**src/rtl/mem_port_arbiter.sv**
```systemverilog
// Shared APB data-memory port arbiter for two requesters (processor lw/sw path
// and a loader/DMA engine). Latches the winning request, runs the APB
// SETUP/ACCESS phases and returns data plus a completion/timeout strobe.
module mem_port_arbiter #(
   parameter int ADDR_W     = 8,
   parameter int DATA_W     = 32,
   parameter int WAIT_MAX   = 15,
   parameter int PRIO_FIXED = 0
) (
   input  logic              i_clk,
   input  logic              i_rst_n,
   input  logic [1:0]        i_req_valid,
   input  logic [1:0]        i_req_write,
   input  logic [1:0]        i_req_sel,
   input  logic [ADDR_W-1:0] i_req0_addr,
   input  logic [ADDR_W-1:0] i_req1_addr,
   input  logic [DATA_W-1:0] i_req0_wdata,
   input  logic [DATA_W-1:0] i_req1_wdata,
   output logic [1:0]        o_req_ready,
   output logic [1:0]        o_req_err,
   output logic [DATA_W-1:0] o_rdata,
   output logic [1:0]        o_grant,
   output logic [1:0]        o_psel,
   output logic              o_penable,
   output logic              o_pwrite,
   output logic [ADDR_W-1:0] o_paddr,
   output logic [DATA_W-1:0] o_pwdata,
   input  logic [DATA_W-1:0] i_prdata,
   input  logic              i_pready
);

   // wait counter only has to reach WAIT_MAX-1, so it can never wrap
   localparam int              CNT_W    = (WAIT_MAX > 1) ? $clog2(WAIT_MAX) : 1;
   localparam logic [CNT_W-1:0] CNT_LAST = CNT_W'(WAIT_MAX - 1);

   typedef enum logic [1:0] {
      S_IDLE   = 2'd0,
      S_SETUP  = 2'd1,
      S_ACCESS = 2'd2
   } state_t;

   typedef struct packed {
      logic              write;
      logic              sel;
      logic [ADDR_W-1:0] addr;
      logic [DATA_W-1:0] wdata;
   } req_t;

   state_t            r_state;
   logic [1:0]        r_grant;
   logic [1:0]        r_psel;
   logic              r_penable;
   logic              r_pwrite;
   logic [ADDR_W-1:0] r_paddr;
   logic [DATA_W-1:0] r_pwdata;
   logic              r_last;      // index of the last requester served
   logic [CNT_W-1:0]  r_wait_cnt;

   logic              w_win;
   req_t              w_req;
   logic              w_done;

   // pick the winner among valid requesters and mux its fields
   always_comb begin
      w_win = 1'b0;
      w_req = '0;
      case (i_req_valid)
         2'b10:   w_win = 1'b1;
         2'b11:   w_win = (PRIO_FIXED != 0) ? 1'b0 : ~r_last;
         default: w_win = 1'b0;
      endcase
      if (w_win) begin
         w_req.write = i_req_write[1];
         w_req.sel   = i_req_sel[1];
         w_req.addr  = i_req1_addr;
         w_req.wdata = i_req1_wdata;
      end else begin
         w_req.write = i_req_write[0];
         w_req.sel   = i_req_sel[0];
         w_req.addr  = i_req0_addr;
         w_req.wdata = i_req0_wdata;
      end
   end

   // a transfer ends on slave ready or when the wait budget runs out
   assign w_done = (r_state == S_ACCESS) && (i_pready || (r_wait_cnt == CNT_LAST));

   // completion strobes are combinational so the requester sees them in ACCESS
   always_comb begin
      o_req_ready = w_done ? r_grant : 2'b00;
      o_req_err   = (w_done && !i_pready) ? r_grant : 2'b00;
      o_rdata     = (w_done && i_pready && !r_pwrite) ? i_prdata : '0;
   end

   // APB sequencing FSM with registered bus outputs
   always_ff @(posedge i_clk or negedge i_rst_n) begin
      if (!i_rst_n) begin
         r_state    <= S_IDLE;
         r_grant    <= 2'b00;
         r_psel     <= 2'b00;
         r_penable  <= 1'b0;
         r_pwrite   <= 1'b0;
         r_paddr    <= '0;
         r_pwdata   <= '0;
         r_last     <= 1'b1;     // requester 0 wins the first tie
         r_wait_cnt <= '0;
      end else begin
         case (r_state)
            S_IDLE: begin
               if (|i_req_valid) begin
                  r_grant  <= w_win ? 2'b10 : 2'b01;
                  r_psel   <= w_req.sel ? 2'b10 : 2'b01;
                  r_pwrite <= w_req.write;
                  r_paddr  <= w_req.addr;
                  r_pwdata <= w_req.wdata;
                  r_state  <= S_SETUP;
               end
            end
            S_SETUP: begin
               r_penable  <= 1'b1;
               r_wait_cnt <= '0;
               r_state    <= S_ACCESS;
            end
            S_ACCESS: begin
               if (w_done) begin
                  r_last    <= r_grant[1];
                  r_grant   <= 2'b00;
                  r_psel    <= 2'b00;
                  r_penable <= 1'b0;
                  r_state   <= S_IDLE;
               end else begin
                  r_wait_cnt <= r_wait_cnt + 1'b1;
               end
            end
            default: begin
               r_grant   <= 2'b00;
               r_psel    <= 2'b00;
               r_penable <= 1'b0;
               r_state   <= S_IDLE;
            end
         endcase
      end
   end

   assign o_grant   = r_grant;
   assign o_psel    = r_psel;
   assign o_penable = r_penable;
   assign o_pwrite  = r_pwrite;
   assign o_paddr   = r_paddr;
   assign o_pwdata  = r_pwdata;

endmodule
```
**config.mk**
```make
export PLATFORM = sky130hd
export DESIGN_NAME = mem_port_arbiter
export DESIGN_NICKNAME = d
export VERILOG_FILES = /design/src/rtl/mem_port_arbiter.sv
export SDC_FILE = /design/constraint.sdc
export NUM_CORES = 1
export LEC_CHECK = 0
export CORE_MARGIN = 5
export CORE_UTILIZATION = 37
export DETAILED_ROUTE_END_ITERATION = 10
export PLACE_DENSITY = 0.81
export SYNTH_ARGS = -nofsm -noshare
export SYNTH_HDL_FRONTEND = slang
export SYNTH_SLANG_ARGS = --single-unit
```
**constraint.sdc**
```tcl
create_clock -name i_clk -period 1.9 [get_ports i_clk]
set_input_delay 0.38 -clock i_clk [delete_from_list [all_inputs] [get_ports i_clk]]
set_output_delay 0.38 -clock i_clk [all_outputs]
set_load 0.005 [all_outputs]
```
# Yosys cells after proc, flatten, opt, wreduce, memory -nomap -nowiden
# Cells that the tools add are included.
[word_totals] regBits=53 inputBits=121 out_inout_bits=82 word_cells=55
[classes] addsub=1 n_eq_ne=8 muxes=18 bitwise=3 n_reduce_logical=16
[ops] cell="$mux 42" n=1
[ops] cell="$mux 32" n=1
[ops] cell="$pmux 2 s3" n=3
[ops] cell="$mux 2" n=8
[ops] cell="$reduce_and 2->1" n=5
[ops] cell="$pmux 4 s2" n=1
[ops] cell="$eq 2x2->1 const B" n=3
[ops] cell="$ne 2x2->1 const B" n=3
[ops] cell="$add 4x1->4 const B" n=1
[ops] cell="$eq 4x4->1 const B" n=1
[ops] cell="$logic_and 1x1->1" n=4
[ops] cell="$mux 4" n=1
[ops] cell="$not 1->1" n=3
[ops] cell="$pmux 1 s3" n=1
[ops] cell="$reduce_and 3->1" n=1
[ops] cell="$eq 2x1->1 const B" n=1
[ops] cell="$logic_not 1->1" n=2
[ops] cell="$logic_not 2->1" n=1
[ops] cell="$pmux 1 s2" n=1
[ops] cell="$reduce_bool 2->1" n=1
[ops] cell="$reduce_or 2->1" n=1
[ops] cell="$logic_or 1x1->1" n=1
[ops] cell="$mux 1" n=1

# Longest topological paths before layout
[logic_depth] depth_word=6 mapped_depth=5 ltp_nobuf=5

# Least setup slack after synthesis
# OpenSTA, ideal clock, no wires.
[synth_path] path_type="register -> output" from="register r_state[0]" to="output o_rdata[10]" t_arrival_ns=1.266 t_required_ns=1.520 path_slack_ns=0.254 stages_incl_launch_ff=6 path_buffers=2 cell_sequence="dfrtp_1 > buf_2 > nand2b_4 > nor3b_2 > clkbuf_1 > and2_1"
[synth_via] elab_chain_len=5
[synth_lines] item="start: declaration" line="49" text="state_t r_state;"
[synth_lines] item="start signal: assignment" line="98" text="r_state <= S_IDLE;"
[synth_lines] item="start signal: assignment" line="116" text="r_state <= S_SETUP;"
[synth_lines] item="start signal: assignment" line="122" text="r_state <= S_ACCESS;"
[synth_lines] item="$eq 2x2->1" line="86" text="assign w_done = (r_state == S_ACCESS) && (i_pready || (r_wait_cnt == CNT_LAST));"
[synth_lines] item="$logic_and 1x1->1" line="86"
[synth_lines] item="$logic_and 1x1->1 (2 in a row)" line="92" text="o_rdata = (w_done && i_pready && !r_pwrite) ? i_prdata : '0;"
[synth_lines] item="$mux 32" line="92"
[synth_lines] item="end: declaration" line="21" text="output logic [DATA_W-1:0] o_rdata,"
# No other way between the ends.

# Worst setup path in the final report
[layout_path] from="register r_state[0]" to="output o_rdata[8]"
# Same word-level chain as after synthesis.

==> impl_metrics.ini <==
[synthesis]
synthSimpleGateAreaFrac_pct = 10.5
postSynthCellCount = 228
mappedNetlistArea_sq_um = 3200
synth_top_family_by_area = multiplexers
async_flop_share_pct = 100
ys_warn_count = 0
synth_fp_nets = 351
syn_area_per_cell_sq_um = 14.0
synth_fa_ha_area_share_pct = 0.782
yosysMostFrequentCell = mux2_4
synth_edf_count = 0
synth_area_leaders = dfrtp_1, mux2_4, and2_1, mux2_2, buf_8
synth_cell_type_count = 34
synth.cells.most_frequent = mux2_4, dfrtp_1, and2_1, mux2_2, o21ai_0
synth_xor_area_share_pct = 0.274
yosysTopAreaCell = dfrtp_1
muxShareOfSynthArea_pct = 38.8
synth_seq_cells = 53
synth_top_area_share_pct = 40.7
synthFlopType = dfrtp_1
synth-seq-area-share_pct = 41.5
synth_compound_area_share_pct = 3.52

[finish]
area_growth_pct = 78.1
drive_above_1_share_pct = 42.4
multi_input_area_sq_um = 1830
fillCellCount = 631
regArea_sq_um = 1330
antennaDiodeCount = 0
final_nets = 575
fin_area_sq_um = 5690

[sta]
finalMaxSlewViolations = 0
rsz0062_at_grt = yes
hold_ws_ps = 507
final-setup-viol-count = 18
setup_ws_ps = -74.9
finalCritPeriodShare_pct = 104
finalHoldViolations = 0
tightestPinTransition_ps = 513
period_minus_slack_ps = 1970
fmax_mhz = 506
finClkSkew_ps = 11.9
slew-limit-headroom_pct = 65.6

[worst_setup_path]
crit_type = register to output pin
required_ps = 1520
crit_path_start = r_state[0]
critPathMaxFanout = 16
timing.rr.start = r_wait_cnt[1]
start_kind = register
cp-end-kind = output pin
critPathArrivalTime_ps = 1590

[detailed_routing]
dr.pass1.iters = 4
drt_wl_total_um = 9740
vias = 2650
ant_nets = 0
via_per_inst = 4.72
wl_per_cell_um = 17.4
remaining_drc_errors = 0
drt_iter0_drc = 56

[global_route]
groute.usage.overall_pct = 17.3
grt-ovfl-total = 0
antenna_found_initial = 1
grt_pass1_wl_um = 14200
first_global_vias = 2842
grt_max_degree = 28

[worst_hold_path]
hp-class = input pin to async pin

[floorplanning]
placement_rows = 34
die-area_sq_um = 10600
num_io_pins = 203
start_util_pct = 37.4
die_width_um = 103
die-height_um = 103
core_area_sq_um = 8550

[clocking]
clock_latency_ps = 310
cts_tree = done
htree_levels = 2
cts-root-buf = clkbuf_8
cts.clk_slew.worst_paths_ps = 100
clk_path_buf_depth = 2
cts_buffers = 5
cts.sinks = 53

[flow_run]
cap_viol_max_count = 0

[power]
p_leak_nw = 2.59
powerDensity_nw_per_um2 = 1140
ir_drop_v = 0.000596

[run_status]
violations = negative setup slack
status = complete, but fails checks

[placement]
dpl.hpwl_um = 7460
numPortBuffers = 202
finalWeightedCongestion = 0.728
place_area_sq_um = 5440
-- worst paths after layout --
kind | to | slack, ps | depth (start not counted)
hold reg to reg | r_last | 510 | 2
hold / removal | o_paddr[2] | 510 | 2
min in group i_clk | r_last | 510 | 2
max in group asynchronous | o_pwdata[14] | 740 | 3
setup reg to reg | o_psel[0] | 220 | 5
setup / recovery | o_rdata[8] | -70 | 5
-- placed cells by master, fill, tap and decap left out, drive strengths merged, types with 2 or more instances in the layout --
master / Yosys / routed
buf: 11 / 63
nor3: 3 / 3
nand3: 5 / 5
a22o: 2 / 2
and2: 32 / 32
mux2: 85 / 85
o21ai: 6 / 6
dfrtp: 52 / 52
clkdlybuf4s50: 0 / 164
nor2: 4 / 4
clkbuf: 3 / 5
ha: 2 / 2
inv: 2 / 2
nand2b: 2 / 2
clkinvlp: 0 / 3
o211ai: 2 / 2
nand2: 3 / 3
clkdlybuf4s15: 0 / 2
nor2b: 2 / 2
-- report_power, final --
| part | leakage (nW) | switching [mW] | internal [mW] |
|---|---|---|---|
| Clock | 0.0364 | 0.377 | 0.259 |
| Combinational | 1.92 | 1.21 | 2.62 |
| Sequential | 0.631 | 0.356 | 1.68 |
| Total | 2.59 | 1.94 | 4.56 |
-- area by class of cell --
| class | count | share of cell area [%] |
|---|---|---|
| multi-input cells | 159 | 32.2 |
| repair buffers | 231 | 40.4 |
| clock buffers | 5 | 1.21 |
| well taps | 108 | 2.37 |
| clock inverters | 3 | 0.396 |
| inverters | 2 | 0.132 |
| flip-flops and latches | 53 | 23.3 |
-- state kept, by name, indices dropped and copies added, names as in the netlist --
name / cells
r_last: 1
r_state: 2
o_pwrite: 1
o_grant: 2
o_psel: 2
r_wait_cnt: 4
o_penable: 1
o_pwdata: 32
o_paddr: 8
-- logic make-up after synthesis --
family	Yosys count
multiplexers	86
buffers and inverters	16
flip-flops	53
adder cells (fa/ha/maj)	2
AO/OA/AOI/OAI	16
AND/OR/NAND/NOR	54
XOR/XNOR	1
-- critical path, stage by stage (launching register included) --
cell and delay (ps):
dfrtp_1 390, nand2b_4 160, nor3b_4 220, buf_6 190, and2_1 140, clkdlybuf4s15_2 200
-- through the flow --
step                cells  setup WS [ps]  utilization [%]  setup TNS (ps)  power, mW
finish                561          -74.9             66.6            -956       6.50
CTS                   561           -144             65.0           -1490       6.49
detailed placement    545           -469             63.6          -22720       5.74
floorplan             228            254                -               0       3.86
global placement      545           -435             63.6          -21510       5.66
global route          561           -159             66.6           -3500       6.91
-- layer usage --
metal	up-vias	routed length [um]	global-route usage [%]
met5	-	7	0
met4	2	190	5.18
met3	16	820	5.95
met2	115	5130	29.3
met1	1269	3590	20.8
li1	1248	-	-
-- timing repair --
item | CTS | global route
cloned | 2 | 0
setup buffers | 5 | 1
hold buffers | 1 | 0
resized for setup | 162 | 38
pin swaps | 5 | 15
endpoints found under the hold margin | 14 | 0
endpoints found under the setup margin | 36 | 36
No activity file was read; power rests on OpenSTA's default activity.
